**src/rtl/freq_meter_pkg.sv**
```systemverilog
// freq_meter_pkg: shared state encoding and reset polarity for the frequency meter.
`ifndef RST
`define RST 1'b0
`endif

package freq_meter_pkg;

  // Measurement FSM states; the unused encoding 2'd3 falls back to IDLE.
  typedef enum logic [1:0] {
    S_IDLE = 2'd0,
    S_ARM  = 2'd1,
    S_MEAS = 2'd2
  } state_t;

endpackage

```
**src/rtl/freq_meter_sync_edge.sv**
```systemverilog
// sync_edge: multi-flop synchroniser for an asynchronous level, followed by a
// delay flop that turns level changes into one-cycle rise and fall strobes.
`ifndef RST
`define RST 1'b0
`endif

module sync_edge #(
  parameter int SYNC_STAGES = 2
) (
  input  logic clk,
  input  logic rst,
  input  logic d_async,
  output logic d_sync,
  output logic rise,
  output logic fall
);

  logic [SYNC_STAGES-1:0] chain;
  logic                   dly;

  // Shift the asynchronous input through the synchroniser chain.
  always_ff @(posedge clk or negedge rst) begin
    if (rst == `RST) begin
      chain <= '0;
    end else begin
      chain <= {chain[SYNC_STAGES-2:0], d_async};
    end
  end

  // Remember the previous synchronised level for edge detection.
  always_ff @(posedge clk or negedge rst) begin
    if (rst == `RST) begin
      dly <= 1'b0;
    end else begin
      dly <= d_sync;
    end
  end

  assign d_sync = chain[SYNC_STAGES-1];
  assign rise   = d_sync & ~dly;
  assign fall   = ~d_sync & dly;

endmodule

```
**src/rtl/freq_meter.sv**
```systemverilog
// freq_meter: measures period and high time of a slow asynchronous clock-like
// input in system clock cycles, with a sticky timeout when edges stop.
`ifndef RST
`define RST 1'b0
`endif

module freq_meter
  import freq_meter_pkg::*;
#(
  parameter int CNT_W       = 32,
  parameter int TIMEOUT     = 1000000,
  parameter int SYNC_STAGES = 2
) (
  input  logic             clk,
  input  logic             rst,
  input  logic             en,
  input  logic             meas_in,
  output logic [CNT_W-1:0] period,
  output logic [CNT_W-1:0] high_time,
  output logic             valid,
  output logic             timeout,
  output logic             busy
);

  localparam logic [CNT_W-1:0] CNT_LAST = CNT_W'(TIMEOUT - 1);
  localparam logic [CNT_W-1:0] CNT_ONE  = CNT_W'(1);

  state_t           state;
  state_t           state_next;
  logic [CNT_W-1:0] cnt;
  logic [CNT_W-1:0] hi_cap;
  logic             meas_sync;
  logic             rise;
  logic             fall;
  logic             fall_lvl;
  logic             cnt_expired;

  sync_edge #(
    .SYNC_STAGES(SYNC_STAGES)
  ) u_sync_edge (
    .clk    (clk),
    .rst    (rst),
    .d_async(meas_in),
    .d_sync (meas_sync),
    .rise   (rise),
    .fall   (fall)
  );

  assign fall_lvl    = fall & ~meas_sync;
  assign cnt_expired = (cnt == CNT_LAST);

  // State register.
  always_ff @(posedge clk or negedge rst) begin
    if (rst == `RST) begin
      state <= S_IDLE;
    end else begin
      state <= state_next;
    end
  end

  // Next-state logic: en low always wins, rise beats timeout.
  always_comb begin
    state_next = state;
    if (!en) begin
      state_next = S_IDLE;
    end else begin
      case (state)
        S_IDLE:  state_next = S_ARM;
        S_ARM:   if (rise) state_next = S_MEAS;
        S_MEAS:  if (!rise && cnt_expired) state_next = S_ARM;
        default: state_next = S_IDLE;
      endcase
    end
  end

  // Status outputs decoded from the state.
  always_comb begin
    busy = (state == S_ARM) || (state == S_MEAS);
  end

  // Counter, high-time capture, result registers and sticky timeout.
  always_ff @(posedge clk or negedge rst) begin
    if (rst == `RST) begin
      cnt       <= '0;
      hi_cap    <= '0;
      period    <= '0;
      high_time <= '0;
      valid     <= 1'b0;
      timeout   <= 1'b0;
    end else begin
      valid <= 1'b0;
      if (!en) begin
        cnt <= '0;
      end else begin
        case (state)
          S_IDLE: begin
            cnt     <= '0;
            timeout <= 1'b0;
          end
          S_ARM: begin
            if (rise) begin
              cnt    <= '0;
              hi_cap <= '0;
            end else if (cnt_expired) begin
              cnt     <= '0;
              timeout <= 1'b1;
            end else begin
              cnt <= cnt + CNT_ONE;
            end
          end
          S_MEAS: begin
            if (rise) begin
              period    <= cnt + CNT_ONE;
              high_time <= hi_cap;
              valid     <= 1'b1;
              cnt       <= '0;
            end else if (cnt_expired) begin
              cnt     <= '0;
              timeout <= 1'b1;
            end else begin
              cnt <= cnt + CNT_ONE;
              if (fall_lvl) begin
                hi_cap <= cnt + CNT_ONE;
              end
            end
          end
          default: cnt <= '0;
        endcase
      end
    end
  end

endmodule

```
**config.mk**
```make
export PLATFORM = sky130hd
export DESIGN_NAME = freq_meter
export DESIGN_NICKNAME = d
export VERILOG_FILES = /design/src/rtl/freq_meter_pkg.sv /design/src/rtl/freq_meter_sync_edge.sv /design/src/rtl/freq_meter.sv
export SDC_FILE = /design/constraint.sdc
export NUM_CORES = 1
export LEC_CHECK = 0
export BUFFER_PORTS_ARGS = -buffer_cell sky130_fd_sc_hd__buf_4
export CAP_MARGIN = 20
export CORE_AREA = 10 10 139 192
export CTS_CLUSTER_DIAMETER = 120
export DETAILED_ROUTE_END_ITERATION = 7
export DIE_AREA = 0 0 149 202
export HOLD_SLACK_MARGIN = 0.02
export PLACE_DENSITY = 0.38
export SLEW_MARGIN = 10
export SYNTH_ARGS = -nofsm -noshare
export SYNTH_HDL_FRONTEND = slang
export SYNTH_SLANG_ARGS = --single-unit
```
**constraint.sdc**
```tcl
create_clock -name clk -period 2.6 [get_ports clk]
set_input_delay 0.78 -clock clk [delete_from_list [all_inputs] [get_ports clk]]
set_output_delay 0.78 -clock clk [all_outputs]
set_load 0.01 [all_outputs]
```
Yosys cells after proc, flatten, opt, wreduce, memory -nomap -nowiden
Index checks and enable logic that the tools add are counted.
Storage, ports and cells
  register bits: 135
  input port bits: 4
Cells by class
  add/subtract/negate cells: 1
  equality and inequality tests: 11
  multiplexer cells: 19
  bitwise logic cells: 5
  reduce and logical (&&, ||, !) cells: 11
Operator list (count)
  32-bit 2-to-1 mux: 8
  32-bit one-hot mux with 2 select lines: 1
  32-bit by 1-bit adder with 32-bit output, second input constant: 1
  32-bit by 20-bit equality test with 1-bit output, second input constant: 1
  2-bit inequality test, second input constant: 5
  2-bit 2-to-1 mux: 3
  3-bit inequality test, second input constant: 2
  2-bit one-hot mux with 3 select lines: 1
  6-bit AND reduction: 1
  1-bit 2-to-1 mux: 5
  4-bit AND reduction: 1
  2-bit nonzero test: 2
  1-bit AND: 3
  3-bit AND reduction: 1
  2-bit by 1-bit equality test with 1-bit output, second input constant: 1
  2-bit equality test, second input constant: 1
  2-bit zero test: 1
  2-bit by 1-bit inequality test with 1-bit output, second input constant: 1
  1-bit NOT: 2
  1-bit one-hot mux with 2 select lines: 1
  2-bit AND reduction: 1
  2-bit OR reduction: 1
  1-bit logical AND: 1
  1-bit zero test: 1
  1-bit logical OR: 1

Depth between registers and ports, before layout
Gate-level depths: netlist (run 1).
  depth after elaboration: 7
  depth in mapped cells: 8

By module
Synthesis (run 1) repeated with hierarchy kept, for this count alone.
Unflattened totals
  cell total of the unflattened synthesis: 515
  area total of the unflattened synthesis: 5753.0 um^2
Modules (own cells, without submodules)
  freq_meter: instances 1, cells each 510, area each 5662.9 um^2, seq. area each 3303.2 um^2
  sync_edge: instances 1, cells each 5, area each 90.1 um^2, seq. area each 75.1 um^2

Worst setup path before layout (run 1)
No wires, ideal clock.
  path kind: in2reg
  start point: in en
  end point: reg hi_cap[16]
  setup time: 132 ps
  data arrival time: 1975 ps
  path slack: 493 ps
  stages: 6
  cell sequence: clkbuf_1 -> nand2_1 -> nor4b_1 -> nand2_4 -> buf_8 -> mux2i_1
On the way
  word-level cells in the longest chain between the ends: 1
Ends and longest elaborated chain
  start, declared: line freq_meter.sv:16  | input logic en,
  6-bit AND reduction (no source line)
  end signal, assigned: line freq_meter.sv:123  | hi_cap <= cnt + CNT_ONE;
  end, declared: line freq_meter.sv:31  | logic [CNT_W-1:0] hi_cap;
Every way passes these cells.
A chain may end at the register's enable or synchronous reset.

Worst setup path after layout (run 1)
  start point: reg state[0]
  end point: reg hi_cap[23]
On the way
  word-level cells in the longest chain between the ends: 3
  elaborated cells on any way between the ends: 9
Ends and longest elaborated chain
  start, declared: line freq_meter.sv:28  | state_t state;
  start signal, assigned: line freq_meter.sv:57  | state <= state_next;
  2-bit equality test or 2-bit by 1-bit equality test with 1-bit output (tied branches): line freq_meter.sv:95  | case (state)
  2-bit inequality test (no source line) or 2-bit nonzero test (tied branches)
  6-bit AND reduction (no source line)
Parallel ways exist; a longest one is shown, timed or not.

==> summary.txt, run 1 <==
Outcome
  • Status: completed

Place
  • Port Buf Inserts: 70
  • Post-DP HPWL: 10060 um
  • Global placement routability congestion: 0.7510

Timing
  • Slew @ Worst Pin: 704.8 ps
  • Final Hold Viols: 0
  • Unrepaired setup endpoints after global routing: false
  • Slew headroom: 52.35%
  • Min cycle time layout: 2286 ps
  • Final period utilization: 87.91%
  • Final Setup Violations: 0
  • Fin Setup TNS: 0 ps
  • Clock skew: 13.63 ps
  • Final hold slack: 259.7 ps
  • Max Freq: 437.5 MHz
  • Max-slew violation count: 0

Floorplan
  • Die area: 30100 sq um
  • Core Footprint: 23120 sq um
  • Starting Density: 24.47%
  • Rows: 66
  • IO Count: 71
  • Die Span X: 149 um
  • Die height: 202 um

Synthesis
  • Post-Syn Area: 5658 sq um
  • Yosys top cell area share: 59.71%
  • FF+latch count, synth: 135
  • Cell taking the most area after synthesis: dfrtp_1
  • Netlist cell types: 39
  • Avg Cell Area, Syn: 10.25 sq um
  • Primary FF master, synth: dfrtp_1
  • Asr flop ratio synth: 100.0%
  • Synth top area cells: dfrtp_1, nand2_1, mux2i_1
  • Synthesized netlist net count: 561
  • Synth warn: 0
  • Post-synth EDFFs: 0
  • Seq/Total Area, Yosys: 59.71%
  • Cells after Synth: 552

Clocking
  • Postcts setup bufs: 0
  • Later-pin clock latency in the skew report: 420 ps
  • Clk sink count: 135
  • Resized cells post-CTS: 0
  • Clock-pin slew on the worst setup and hold paths: 70 ps
  • # H-tree levels: 4
  • Clock Tree Root: clkbuf_16
  • TritonCTS Buffers: 17
  • CTS Hold Bufs: 0
  • Clk buf depth: 2
  • TritonCTS clock tree: done

Worst setup path
  • R2r setup slk: 310 ps
  • Crit. End Element: flop
  • WS Path Type: reg2reg
  • Reg-to-Reg Start: state[0]
  • Crit path buffers/inverters: 2
  • CP delay by family, top: simple AND/OR/NAND/NOR gates
  • Worst-path maximum fanout: 15
  • CP required: 2880 ps
  • CP startpoint kind: flop
  • Reg2Reg Depth: 7
  • Crit path max-delay cell type: nor4b_1
  • Crit path DAT: 2570 ps
  • Crit path cell chain: inv_1, ha_1, nand2_1, nor4b_1, nand2_4, buf_12, mux2i_1
  • Critical Path Max Stage Delay: 610 ps
  • Worst R2R End: hi_cap[23]

Route
  • Pre-Repair DR Iteration Count: 4
  • WL/cell: 14.99 um
  • Via Count: 3980
  • DR vias/cell: 4.216
  • Drt total wl: 14150 um
  • Post-route DRC: 0
  • Routed Antenna Nets: 0
  • 1st-iter DRT viols: 231

Global routing
  • GRT Overall Usage: 9.908%
  • Largest net degree at the start of global routing: 77
  • Initial antenna violation count: 0
  • Global-route wire length before repair: 23580 um
  • Number of global-route vias before repair: 4318
  • GRT overflow: 0

Finish
  • Nets@finish: 634
  • Antenna diodes: 0
  • Layout cells sized above 1: 19.59%
  • Fill cells: 2464
  • Area Growth Syn to Fin: 26.07%

Power and ir drop
  • LEAKAGE: 3.551 nW
  • Pwr per Cell Area: 652.5 nW/um^2
  • Max rail drop VDD: 0.3854 mV

Flow run
  • Max-Cap Viols: 0

Hold path
  • Worst hold path type: in2async
## synth_stat cells, types with 3 or more instances
| library cell | number |
|---|---|
| nand2_1 | 169 |
| dfrtp_1 | 135 |
| nor2_1 | 43 |
| mux2i_1 | 32 |
| o21ai_0 | 28 |
| nand3_1 | 17 |
| xor2_1 | 17 |
| clkbuf_1 | 15 |
| nand4_1 | 13 |
| xnor2_1 | 13 |
| inv_1 | 9 |
| o21ai_1 | 7 |
| ha_1 | 5 |
| nor3_1 | 4 |
| and3_1 | 3 |
| buf_1 | 3 |
| buf_4 | 3 |
| buf_8 | 3 |
| nand2b_1 | 3 |
| nor3_2 | 3 |
| nor4_1 | 3 |
| nor4b_1 | 3 |
## area by class of cell
| type | count | area, sq um | share of cell area, % |
|---|---|---|---|
| clock buffers | 17 | 425.4 | 5.964 |
| clock inverters | 15 | 120.1 | 1.684 |
| inverters | 9 | 33.78 | 0.4736 |
| multi-input cells | 382 | 2113 | 29.63 |
| flip-flops and latches | 135 | 3378 | 47.36 |
| well taps | 306 | 382.9 | 5.367 |
| repair buffers | 80 | 679.4 | 9.525 |
## sequential cells by signal (all words and copies together) (netlist names)
register / cells
cnt: 32
high_time: 32
u_sync_edge.chain: 2
period: 32
state: 2
u_sync_edge.dly: 1
valid: 1
timeout: 1
hi_cap: 32
## cell usage in the layout (no fill, tap or decap), types with 3 or more instances in the layout
master	count
nor4b_1	3
clkbuf_16	17
clkinv_2	3
o21ai_1	7
inv_6	5
buf_12	6
nand2b_1	3
buf_4	73
nor2_1	43
o21ai_0	28
ha_1	5
nand4_1	13
xnor2_1	13
mux2i_1	32
nor4_1	3
dfrtp_1	135
nand2_1	169
xor2_1	17
nor3_2	3
nor3_1	4
nand3_1	16
inv_1	9
clkinv_4	4
and3_1	3
## where the power goes
part	leakage (nW)	switching [mW]	total, mW	internal (mW)
combinational	1.41	0.176	0.265	0.0893
clock	0.267	1.00	2.24	1.24
sequential	1.88	0.0265	2.15	2.12
## worst max path at each step
stage                     startpoint         end  slack, ps  depth (start not counted)
final                       state[0]  hi_cap[23]        310                          7
after global routing          cnt[0]  period[26]        160                          6
after CTS                   state[0]  hi_cap[10]        270                          7
after detailed placement    state[0]  hi_cap[13]        290                          7
after global placement            en  hi_cap[10]        280                          6
after floorplan                   en  hi_cap[16]        490                          6
## metrics by stage
stage | total power, mW | utilization [%] | area (sq um) | instances | setup slack, ps
after floorplan | 2.324 | - | 5658 | 552 | 493.4
after global placement | 2.456 | 28.49 | 6588 | 912 | 284.9
after detailed placement | 2.462 | 28.49 | 6588 | 912 | 292.4
after CTS | 4.749 | 30.85 | 7133 | 944 | 268.1
after global routing | 4.861 | 30.85 | 7133 | 944 | 163.0
final | 4.654 | 30.85 | 7133 | 944 | 314.2
## cell families after synthesis
group | Yosys count | share of synthesized area, %
simple gates | 274 | 21.85
mux | 32 | 5.661
fa+ha+maj | 5 | 1.106
compound gates | 41 | 3.870
xor+xnor | 30 | 4.644
flops | 135 | 59.71
buf+inv | 35 | 3.162
## metal layers
metal | global-route usage (%) | routed length [um] | vias to the layer above
met4 | 4.357 | 267 | 0
met3 | 3.085 | 604 | 14
met5 | 0 | 0 | -
met2 | 16.46 | 7179 | 62
li1 | - | - | 1963
met1 | 11.40 | 6102 | 1941
Note: power is estimated with default switching activity, not from simulation.
==> run 2, diff against run 1 <==
--- a/config.mk
+++ b/config.mk
@@ -8,6 +8,7 @@
 export BUFFER_PORTS_ARGS = -buffer_cell sky130_fd_sc_hd__buf_4
 export CAP_MARGIN = 20
 export CORE_AREA = 10 10 139 192
+export CTS_BUF_LIST = sky130_fd_sc_hd__clkbuf_2
 export CTS_CLUSTER_DIAMETER = 120
 export DETAILED_ROUTE_END_ITERATION = 7
 export DIE_AREA = 0 0 149 202
==> constraint.sdc (replaced) <==
create_clock -name clk -period 2.6 [get_ports clk]
set_input_delay 0.13 -clock clk [delete_from_list [all_inputs] [get_ports clk]]
set_output_delay 0.13 -clock clk [all_outputs]
set_load 0.01 [all_outputs]
==> summary.txt, run 2 (synthesized netlist as in run 1, its figures left out) <==
Timing
  • Final Hold Viols: 0 (unchanged)
  • Fin Setup TNS: 0 ps (unchanged)
  • Clock skew: 46.60 ps (was 13.63 ps)
  • Slew headroom: 39.74% (was 52.35%)
  • Final Setup Violations: 0 (unchanged)
  • Max-slew violation count: 0 (unchanged)
  • Unrepaired setup endpoints after global routing: false (unchanged)
  • Min cycle time layout: 2459 ps (was 2286 ps)
  • Max Freq: 406.7 MHz (was 437.5 MHz)
  • Slew @ Worst Pin: 891.4 ps (was 704.8 ps)
  • Final period utilization: 94.57% (was 87.91%)

Floorplan
  • IO Count: 71 (unchanged)
  • Die height: 202 um (unchanged)
  • Rows: 66 (unchanged)
  • Die area: 30100 sq um (unchanged)
  • Starting Density: 24.47% (unchanged)
  • Core Footprint: 23120 sq um (unchanged)
  • Die Span X: 149 um (unchanged)

Clocking
  • # H-tree levels: 4 (unchanged)
  • TritonCTS Buffers: 17 (unchanged)
  • TritonCTS clock tree: done (unchanged)
  • Clk sink count: 135 (unchanged)
  • Clk buf depth: 2 (unchanged)
  • Clock-pin slew on the worst setup and hold paths: 210 ps (was 70 ps)
  • CTS Hold Bufs: 6 (was 0)
  • Postcts setup bufs: 0 (unchanged)
  • Clock Tree Root: clkbuf_2 (was clkbuf_16)
  • Resized cells post-CTS: 0 (unchanged)
  • Later-pin clock latency in the skew report: 770 ps (was 420 ps)

Worst setup path
  • CP required: 3220 ps (was 2880 ps)
  • Crit path DAT: 3080 ps (was 2570 ps)
  • WS Path Type: reg2reg (unchanged)
  • Worst-path maximum fanout: 17 (was 15)
  • Reg2Reg Depth: 7 (unchanged)
  • Crit. End Element: flop (unchanged)
  • CP startpoint kind: flop (unchanged)

Global routing
  • Number of global-route vias before repair: 4287 (was 4318)
  • GRT overflow: 0 (unchanged)
  • GRT Overall Usage: 9.958% (was 9.908%)
  • Initial antenna violation count: 2 (was 0)
  • Global-route wire length before repair: 23560 um (was 23580 um)
  • Largest net degree at the start of global routing: 61 (was 77)

Place
  • Placed Cells: 914 (was 912)
  • Port Buf Inserts: 70 (unchanged)
  • Global placement routability congestion: 0.7421 (was 0.7510)
  • Post-DP HPWL: 9992 um (was 10060 um)

Route
  • Drt total wl: 14300 um (was 14150 um)
  • Pre-Repair DR Iteration Count: 4 (unchanged)
  • DR vias/cell: 4.235 (was 4.216)
  • M1 WL: 6219 um (was 6102 um)
  • Met2 WL: 7241 um (was 7179 um)
  • Post-route DRC: 0 (unchanged)
  • WL/cell: 14.99 um (about the same)
  • Via Count: 4040 (was 3980)
  • Highest metal used: met4 (unchanged)
  • 1st-iter DRT viols: 177 (was 231)
  • Routed Antenna Nets: 0 (unchanged)
  • Met3 wire length: 669 um (was 604 um)

Outcome
  • Status: completed (unchanged)

Finish
  • Nets@finish: 642 (was 634)
  • Fill cells: 2478 (was 2464)
  • Layout Cells excl Fill: 954 (was 944)
  • Commonest non-fill, non-tap cell in the layout: nand2_1 (unchanged)
  • Area Growth Syn to Fin: 21.98% (was 26.07%)
  • Layout cells sized above 1: 19.81% (was 19.59%)
  • Most frequent cells in the layout: nand2_1, dfrtp_1, buf_4, nor2_1, mux2i_1 (unchanged)

Hold path
  • Hold Path Stages: 4
  • Worst hold path type: in2reg (was in2async)

Flow run
  • Max-Cap Viols: 0 (unchanged)

Power and ir drop
  • Max rail drop VDD: 0.2076 mV (was 0.3854 mV)
  • Power, Total: 3.738 mW (was 4.654 mW)
  • LEAKAGE: 3.448 nW (was 3.551 nW)
  • Pwr per Cell Area: 541.7 nW/um^2 (was 652.5 nW/um^2)
[run 2: changes by cell type in the layout (fill, tap and decap cells not counted), sizes merged]
cell,before,now
dlygate4sd3,0,5
inv,15,12
clkbuf,17,18
bufinv,0,2
buf,80,83
clkinv,7,4
diode,0,2
clkinvlp,2,5
[run 2: area by class of cell]
cell class	count	area [sq um]	area share, %
well taps	306	382.9	5.547
clock inverters	14	151.4	2.194
repair buffers	88	747.0	10.82
clock buffers	18	90.09	1.305
flip-flops and latches	135	3378	48.95
multi-input cells	382	2113	30.62
diodes	2	5.005	0.07252
inverters	9	33.78	0.4895
[run 2: path summary, 6_finish.rpt]
check                                           from              endpoint  slack [ps]
worst max-delay path                        state[0]            hi_cap[10]         140
worst min-delay path                              en              state[1]         260
worst max register to register              state[0]            hi_cap[10]         140
worst min register to register  u_sync_edge.chain[0]  u_sync_edge.chain[1]         380
max in group asynchronous                        rst         high_time[25]        1810
min in group asynchronous                        rst            hi_cap[11]         450
[run 2: metrics by stage]
| stage | setup WS [ps] | cell area (sq um) | utilization [%] | hold WS [ps] |
|---|---|---|---|---|
| after floorplan | 692.0 | 5658 | - | -165.6 |
| after global placement | 254.0 | 6578 | 28.45 | 144.7 |
| after detailed placement | 206.6 | 6578 | 28.45 | 147.0 |
| after CTS | 168.5 | 6897 | 29.83 | 172.5 |
| after global routing | 13.57 | 6902 | 29.85 | 172.0 |
| final | 141.2 | 6902 | 29.85 | 257.0 |
[run 2: critical path: stages (launching register included)]
cell and delay, ps:
dfrtp_1 480, inv_1 110, ha_1 420, nand2_1 90
nor4b_1 750, nand2_4 130, buf_12 200, mux2i_1 130
[run 2: where the power goes]
part / leakage, nW / switching (mW) / internal (mW) / total, mW
clock: 0.133 / 0.858 / 0.450 / 1.31
sequential: 1.88 / 0.0263 / 2.13 / 2.15
combinational: 1.44 / 0.182 / 0.0964 / 0.279
[run 2: metal layers]
layer	global-route usage [%]	vias up
met5	0	-
met4	4.498	0
met3	3.108	16
met2	16.45	67
met1	11.49	1972
li1	-	1985
